===== src/rtl/ram_scan_controller_pkg.sv =====
// Shared state encoding, defaults and the address-step helper for the
// RAM scan controller.
package ram_scan_controller_pkg;

  typedef logic [1:0] state_t;

  localparam state_t ST_IDLE  = 2'd0;
  localparam state_t ST_FETCH = 2'd1;
  localparam state_t ST_DONE  = 2'd2;

  localparam int          DB_CYCLES_DEF = 500000;
  localparam int          TIMEOUT_DEF   = 15;
  localparam logic [15:0] ERR_WORD_DEF  = 16'hDEAD;
  localparam logic [15:0] ADDR_MAX_DEF  = 16'hFFFF;

  // Wrapping single step, up or down, over the range 0..amax.
  function automatic logic [15:0] step_addr(input logic [15:0] a,
                                            input logic        up,
                                            input logic [15:0] amax);
    if (up) begin
      return (a == amax) ? 16'd0 : a + 16'd1;
    end
    return (a == 16'd0) ? amax : a - 16'd1;
  endfunction

endpackage


===== src/rtl/ram_scan_controller_if.sv =====
// Request/acknowledge read bus between the scan controller and the
// word-addressed memory.
interface ram_scan_controller_if;

  logic        mem_rd_req;
  logic [15:0] mem_addr;
  logic        mem_rd_ack;
  logic [15:0] mem_rd_data;

  modport master (
    output mem_rd_req,
    output mem_addr,
    input  mem_rd_ack,
    input  mem_rd_data
  );

  modport slave (
    input  mem_rd_req,
    input  mem_addr,
    output mem_rd_ack,
    output mem_rd_data
  );

endinterface


===== src/rtl/btn_debounce_oneshot.sv =====
// Two-flop synchroniser, level debouncer and rising-edge one-shot for a
// single raw push-button.
module btn_debounce_oneshot
  import ram_scan_controller_pkg::*;
#(
  parameter int DB_CYCLES = DB_CYCLES_DEF
) (
  input  logic clk,
  input  logic reset,
  input  logic i_btn,
  output logic o_pulse
);

  localparam int CW = (DB_CYCLES > 1) ? $clog2(DB_CYCLES) : 1;

  logic [1:0]    r_sync;
  logic          r_level;
  logic          r_level_q;
  logic [CW-1:0] r_cnt;

  always_ff @(posedge clk) begin
    if (reset) begin
      r_sync    <= 2'b00;
      r_level   <= 1'b0;
      r_level_q <= 1'b0;
      r_cnt     <= '0;
    end else begin
      r_sync    <= {r_sync[0], i_btn};
      r_level_q <= r_level;
      // Any return to the accepted level restarts the stability window.
      if (r_sync[1] == r_level) begin
        r_cnt <= '0;
      end else if (r_cnt == CW'(DB_CYCLES - 1)) begin
        r_level <= r_sync[1];
        r_cnt   <= '0;
      end else begin
        r_cnt <= r_cnt + 1'b1;
      end
    end
  end

  assign o_pulse = r_level & ~r_level_q;

endmodule


===== src/rtl/ram_scan_controller.sv =====
// Button-driven address stepper that reads one memory word per address
// and holds address/data for the 7-segment display controller.
module ram_scan_controller
  import ram_scan_controller_pkg::*;
#(
  parameter int          DB_CYCLES = DB_CYCLES_DEF,
  parameter logic [15:0] ADDR_MAX  = ADDR_MAX_DEF,
  parameter int          TIMEOUT   = TIMEOUT_DEF,
  parameter logic [15:0] ERR_WORD  = ERR_WORD_DEF
) (
  input  logic                         clk,
  input  logic                         reset,
  input  logic                         btn_up,
  input  logic                         btn_down,
  ram_scan_controller_if.master        bus,
  output logic [15:0]                  addr,
  output logic [15:0]                  D_out,
  output logic                         busy,
  output logic                         rd_err
);

  localparam int TW = $clog2(TIMEOUT + 1);

  logic [1:0]    w_btn_raw;
  logic [1:0]    w_step;
  logic          w_up;
  logic          w_down;

  state_t        r_state;
  logic [15:0]   r_addr;
  logic [15:0]   r_dout;
  logic          r_req;
  logic          r_busy;
  logic          r_err;
  logic [TW-1:0] r_tmo;

  assign w_btn_raw = {btn_down, btn_up};

  genvar gi;
  generate
    for (gi = 0; gi < 2; gi++) begin : g_btn
      btn_debounce_oneshot #(
        .DB_CYCLES (DB_CYCLES)
      ) u_btn (
        .clk     (clk),
        .reset   (reset),
        .i_btn   (w_btn_raw[gi]),
        .o_pulse (w_step[gi])
      );
    end
  endgenerate

  assign w_up   = w_step[0];
  assign w_down = w_step[1];

  // Reset parks in FETCH with the request low, so the first clean cycle
  // launches the read of address 0.
  always_ff @(posedge clk) begin
    if (reset) begin
      r_state <= ST_FETCH;
      r_addr  <= 16'd0;
      r_dout  <= 16'd0;
      r_req   <= 1'b0;
      r_busy  <= 1'b0;
      r_err   <= 1'b0;
      r_tmo   <= '0;
    end else begin
      case (r_state)
        ST_IDLE: begin
          if (w_up ^ w_down) begin
            r_addr  <= step_addr(r_addr, w_up, ADDR_MAX);
            r_state <= ST_FETCH;
            r_req   <= 1'b1;
            r_busy  <= 1'b1;
          end
        end
        ST_FETCH: begin
          r_req  <= 1'b1;
          r_busy <= 1'b1;
          if (r_req) begin
            if (bus.mem_rd_ack) begin
              r_dout  <= bus.mem_rd_data;
              r_err   <= 1'b0;
              r_req   <= 1'b0;
              r_tmo   <= '0;
              r_state <= ST_DONE;
            end else if (r_tmo == TW'(TIMEOUT - 1)) begin
              r_dout  <= ERR_WORD;
              r_err   <= 1'b1;
              r_req   <= 1'b0;
              r_tmo   <= '0;
              r_state <= ST_DONE;
            end else begin
              r_tmo <= r_tmo + 1'b1;
            end
          end
        end
        ST_DONE: begin
          r_busy  <= 1'b0;
          r_tmo   <= '0;
          r_state <= ST_IDLE;
        end
        default: begin
          r_req   <= 1'b0;
          r_busy  <= 1'b0;
          r_state <= ST_IDLE;
        end
      endcase
    end
  end

  assign bus.mem_rd_req = r_req;
  assign bus.mem_addr   = r_addr;
  assign addr           = r_addr;
  assign D_out          = r_dout;
  assign busy           = r_busy;
  assign rd_err         = r_err;

endmodule


===== src/flat_wrapper.sv =====
// flat-port wrapper written by rule: the top's interface ports become plain ports
module ram_scan_controller_flat import ram_scan_controller_pkg::*;
#(
  parameter int          DB_CYCLES = DB_CYCLES_DEF,
  parameter logic [15:0] ADDR_MAX  = ADDR_MAX_DEF,
  parameter int          TIMEOUT   = TIMEOUT_DEF,
  parameter logic [15:0] ERR_WORD  = ERR_WORD_DEF
)
  (clk, reset, btn_up, btn_down, addr, D_out, busy, rd_err, bus_mem_rd_req, bus_mem_addr, bus_mem_rd_ack, bus_mem_rd_data);
  ram_scan_controller_if bus_i ();
  input  logic clk;
  input  logic reset;
  input  logic btn_up;
  input  logic btn_down;
  output logic [15:0] addr;
  output logic [15:0] D_out;
  output logic busy;
  output logic rd_err;
  output wire logic [$bits(bus_i.mem_rd_req)-1:0] bus_mem_rd_req;
  output wire logic [$bits(bus_i.mem_addr)-1:0] bus_mem_addr;
  input wire logic [$bits(bus_i.mem_rd_ack)-1:0] bus_mem_rd_ack;
  input wire logic [$bits(bus_i.mem_rd_data)-1:0] bus_mem_rd_data;
  assign bus_mem_rd_req = bus_i.mem_rd_req;
  assign bus_mem_addr = bus_i.mem_addr;
  assign bus_i.mem_rd_ack = bus_mem_rd_ack;
  assign bus_i.mem_rd_data = bus_mem_rd_data;
  ram_scan_controller #(.DB_CYCLES(DB_CYCLES), .ADDR_MAX(ADDR_MAX), .TIMEOUT(TIMEOUT), .ERR_WORD(ERR_WORD)) u_core (.clk(clk), .reset(reset), .btn_up(btn_up), .btn_down(btn_down), .bus(bus_i), .addr(addr), .D_out(D_out), .busy(busy), .rd_err(rd_err));
endmodule

===== config.mk =====
export PLATFORM = sky130hd
export DESIGN_NAME = ram_scan_controller_flat
export DESIGN_NICKNAME = d
export VERILOG_FILES = /design/src/rtl/ram_scan_controller_pkg.sv /design/src/rtl/ram_scan_controller_if.sv /design/src/rtl/btn_debounce_oneshot.sv /design/src/rtl/ram_scan_controller.sv /design/src/flat_wrapper.sv
export SDC_FILE = /design/constraint.sdc
export NUM_CORES = 1
export LEC_CHECK = 0
export BUFFER_PORTS_ARGS = -buffer_cell sky130_fd_sc_hd__buf_2
export CAP_MARGIN = 30
export CELL_PAD_IN_SITES_DETAIL_PLACEMENT = 0
export CELL_PAD_IN_SITES_GLOBAL_PLACEMENT = 1
export CORE_ASPECT_RATIO = 0.7
export CORE_MARGIN = 8
export CORE_UTILIZATION = 45
export DETAILED_ROUTE_END_ITERATION = 10
export GPL_TIMING_DRIVEN = 0
export PLACE_DENSITY = 0.9
export SLEW_MARGIN = 20
export SYNTH_ARGS = -nofsm -noshare
export SYNTH_HDL_FRONTEND = slang
export SYNTH_SLANG_ARGS = --single-unit

===== constraint.sdc =====
create_clock -name clk -period 5.6 [get_ports clk]
set_clock_uncertainty 0.2 [all_clocks]
set_input_delay 0.84 -clock clk [delete_from_list [all_inputs] [get_ports clk]]
set_output_delay 0.84 -clock clk [all_outputs]
set_load 0.03 [all_outputs]

==> flow_metrics.tcl <==
set metrics [dict create \
    period_share 0.531 \
    fill_cells 888 \
    fp.dieW_um 133 \
    synth_area_leaders "dfxtp_1, nor2_1, xor2_1, nor3_1, xnor2_1" \
    dp.cells 731 \
    worstSkewPairLatency_ps 340 \
    cts_hold_buf 0 \
    grt.total_usage 0.171 \
    drt-total-wl_um 11400 \
    grt_max_degree 16 \
    synth_nets 561 \
    worst-slew-pin-transition_ps 673 \
    nNetsFinal 642 \
    cts_made_buffers 9 \
    ant_nets 0 \
    worstPathRequired_ps 5600 \
    cts.root.buffer_cell "clkbuf_16" \
    ys_seq_elements 87 \
    ctsResizeCount 0 \
    cts.htree.levels 3 \
    areaGrowthSynthToFinish_pct 18.4 \
    power_w 0.00132 \
    drtIter0Drc 297 \
    drtPass1Iterations 5 \
    rsz0062_at_grt "no" \
    ys_async_sr_fraction 0 \
    vdd_drop_max_v 0.000114 \
    post-dp-hpwl_um 8280 \
    gp_congestion 0.958 \
    rows 30 \
    hold_class "reg2reg" \
    drive_above_1_share 0.195 \
    grt_pass1_vias 3668 \
    antenna_found_initial 0 \
    route.detailed.drc 0 \
    post_drt_via_cell_ratio 5.40 \
    finalSetupViolations 0 \
    synth_top_area_cell "dfxtp_1" \
    synth_flop_cell "dfxtp_1" \
    routedWlPerCell_um 15.2 \
    hold_viol_final 0 \
    cap_violations 0 \
    die_area_um2 13000 \
    overflow 0 \
    clock_path_buffers 2 \
    seqCellArea_um2 1740 \
    critPathSlowestCell "dfxtp_1" \
    end_kind "flip-flop" \
    io_buffers 70 \
    path_class "reg2reg" \
    period_needed_ps 2970 \
    syn-cell-area_um2 4320 \
    p_leak_nw 2.06 \
    cp_data_arrival_time_ps 2970 \
    instances_no_fill 747 \
    yosys_warnings 0 \
    synth_seq_area_share 0.403 \
    synth_cells 533 \
    dieHeight_um 98.0 \
    netlist.area_leader.share 0.403 \
    synth.distinct_cells 57 \
    powerDensity_nw_per_um2 258 \
    start_util 0.455 \
    postCtsSetupBuffers 0 \
    grt_pass1_wl_um 18200 \
    worst-path-max-fanout 10 \
    max_freq_mhz 337 \
    multi_input_area_um2 2280 \
    via_count 4034 \
    maxSlewHeadroom 0.548 \
    startpoint_type "flip-flop" \
    tritoncts "yes" \
    slew_violations 0 \
    cp_cell_sequence "ha_1 > nand2_1 > nor3_1 > a41o_1 > buf_2 > a21oi_1 > o22ai_1 > a211oi_1" \
    fin_ws_ps 2630 \
    cpPeakStageDelay_ps 560 \
    ios 72 \
    synth_edf_count 0 \
    dpl_worst_slack_ps 2800 \
    coreArea_um2 9500 \
    path_clk_slew_ps 60 \
    n_antenna_cell 0 \
    outcome "complete, no violations" \
    cts_num_sinks 87 \
    synth_area_per_cell_um2 8.10 \
    tns_ps 0 \
]
==> routing by layer <==
layer | GRT usage | routed length [µm]
met2 | 0.240 | 4620
met1 | 0.237 | 5550
met3 | 0.0662 | 1110
met5 | 0 | 0
met4 | 0.0426 | 99
==> cell type report <==
cell class | instances | share of cell area
multi-input cells | 389 | 0.445
flip-flops and latches | 87 | 0.341
repair buffers | 70 | 0.0685
plain buffers | 46 | 0.0507
clock buffers | 11 | 0.0475
well taps | 128 | 0.0313
inverters | 11 | 0.00808
clock inverters | 5 | 0.00783
==> final timing paths <==
kind,start,endpoint,slack [ps],depth (start not counted)
setup / recovery,u_core.addr[0],u_core.addr[10],2630,8
hold / removal,u_core.g_btn[1].u_btn.r_sync[0],u_core.g_btn[1].u_btn.r_sync[1],230,1
setup reg to reg,u_core.addr[0],u_core.addr[10],2630,8
hold reg to reg,u_core.g_btn[1].u_btn.r_sync[0],u_core.g_btn[1].u_btn.r_sync[1],230,1
==> power by group <==
part           internal, W  switching, W
sequential        0.000635     0.0000102
combinational    0.0000321     0.0000652
clock             0.000316      0.000258
total             0.000983      0.000333
==> placed cells by master, fill, tap and decap left out, types with 3 or more instances in the layout <==
cell type	netlist	layout
dfxtp_1	87	87
a211oi_1	4	4
clkbuf_1	17	18
clkbuf_16	0	9
and4_1	4	4
nand2_1	33	33
nor4_1	3	3
clkinvlp_4	0	3
a221oi_1	4	4
nor2_1	111	111
nand2b_1	6	6
and3_1	7	7
o22ai_1	7	7
buf_2	8	78
a31oi_1	3	3
buf_4	16	16
xor2_1	26	26
xnor2_1	16	16
mux2i_1	3	3
nand4_1	16	16
or3_1	7	7
a211oi_2	3	3
o21ai_0	10	10
nor2b_1	9	9
a21oi_1	19	19
nor3_1	31	31
inv_1	11	11
a22oi_1	5	5
nand3_1	23	23
ha_1	7	7
==> Yosys cell counts (all sizes together), types with 2 or more instances <==
cell,number
and4b,2
a31oi,3
o32ai,2
clkbuf,18
ha,7
and2b,2
inv,11
dfxtp,87
buf,28
nand2,33
mux2i,3
nor4,5
o21ai,10
nor3,31
o21a,2
xor2,26
nor2b,9
or3,7
nand3,23
a221oi,4
o21bai,2
a211oi,7
xnor2,16
a22oi,5
o22ai,7
o31ai,2
nor4b,2
and3,7
a21oi,20
and4,4
nand2b,6
nor2,111
nand4,16
==> logic make-up after synthesis <==
| group | synth area share |
|---|---|
| flops | 0.403 |
| fa+ha+maj | 0.0203 |
| xor+xnor | 0.0852 |
| mux | 0.00695 |
| simple gates | 0.298 |
| buf+inv | 0.0695 |
| compound gates | 0.117 |
==> per-stage QoR <==
stage          hold WS, ps   util  cell area (µm²)
2_1_floorplan          214      -             4320
3_3_place_gp           218  0.508             4830
3_5_place_dp           225  0.508             4830
4_1_cts                235  0.538             5110
5_1_grt                247  0.538             5110
6_report               233  0.538             5110
==> registers in the layout, summed over array words and instances (netlist names) <==
name,cells
u_core.g_btn.u_btn.r_level_q,2
u_core.D_out,16
u_core.g_btn.u_btn.r_cnt,38
u_core.addr,16
u_core.g_btn.u_btn.r_sync,4
u_core.rd_err,1
u_core.g_btn.u_btn.r_level,2
u_core.r_state,2
u_core.r_tmo,4
u_core.bus.mem_rd_req,1
u_core.busy,1
==> worst max-delay path, delay by kind of cell, from the launching register on <==
family                     cells  cell delay [ps]
AOI/OAI and AO/OA              4              740
and+or+nand+nor                2              650
DFF                            1              560
adders and majority gates      1              370
buffers and inverters          1              290
No activity file was read; power rests on OpenSTA's default activity.
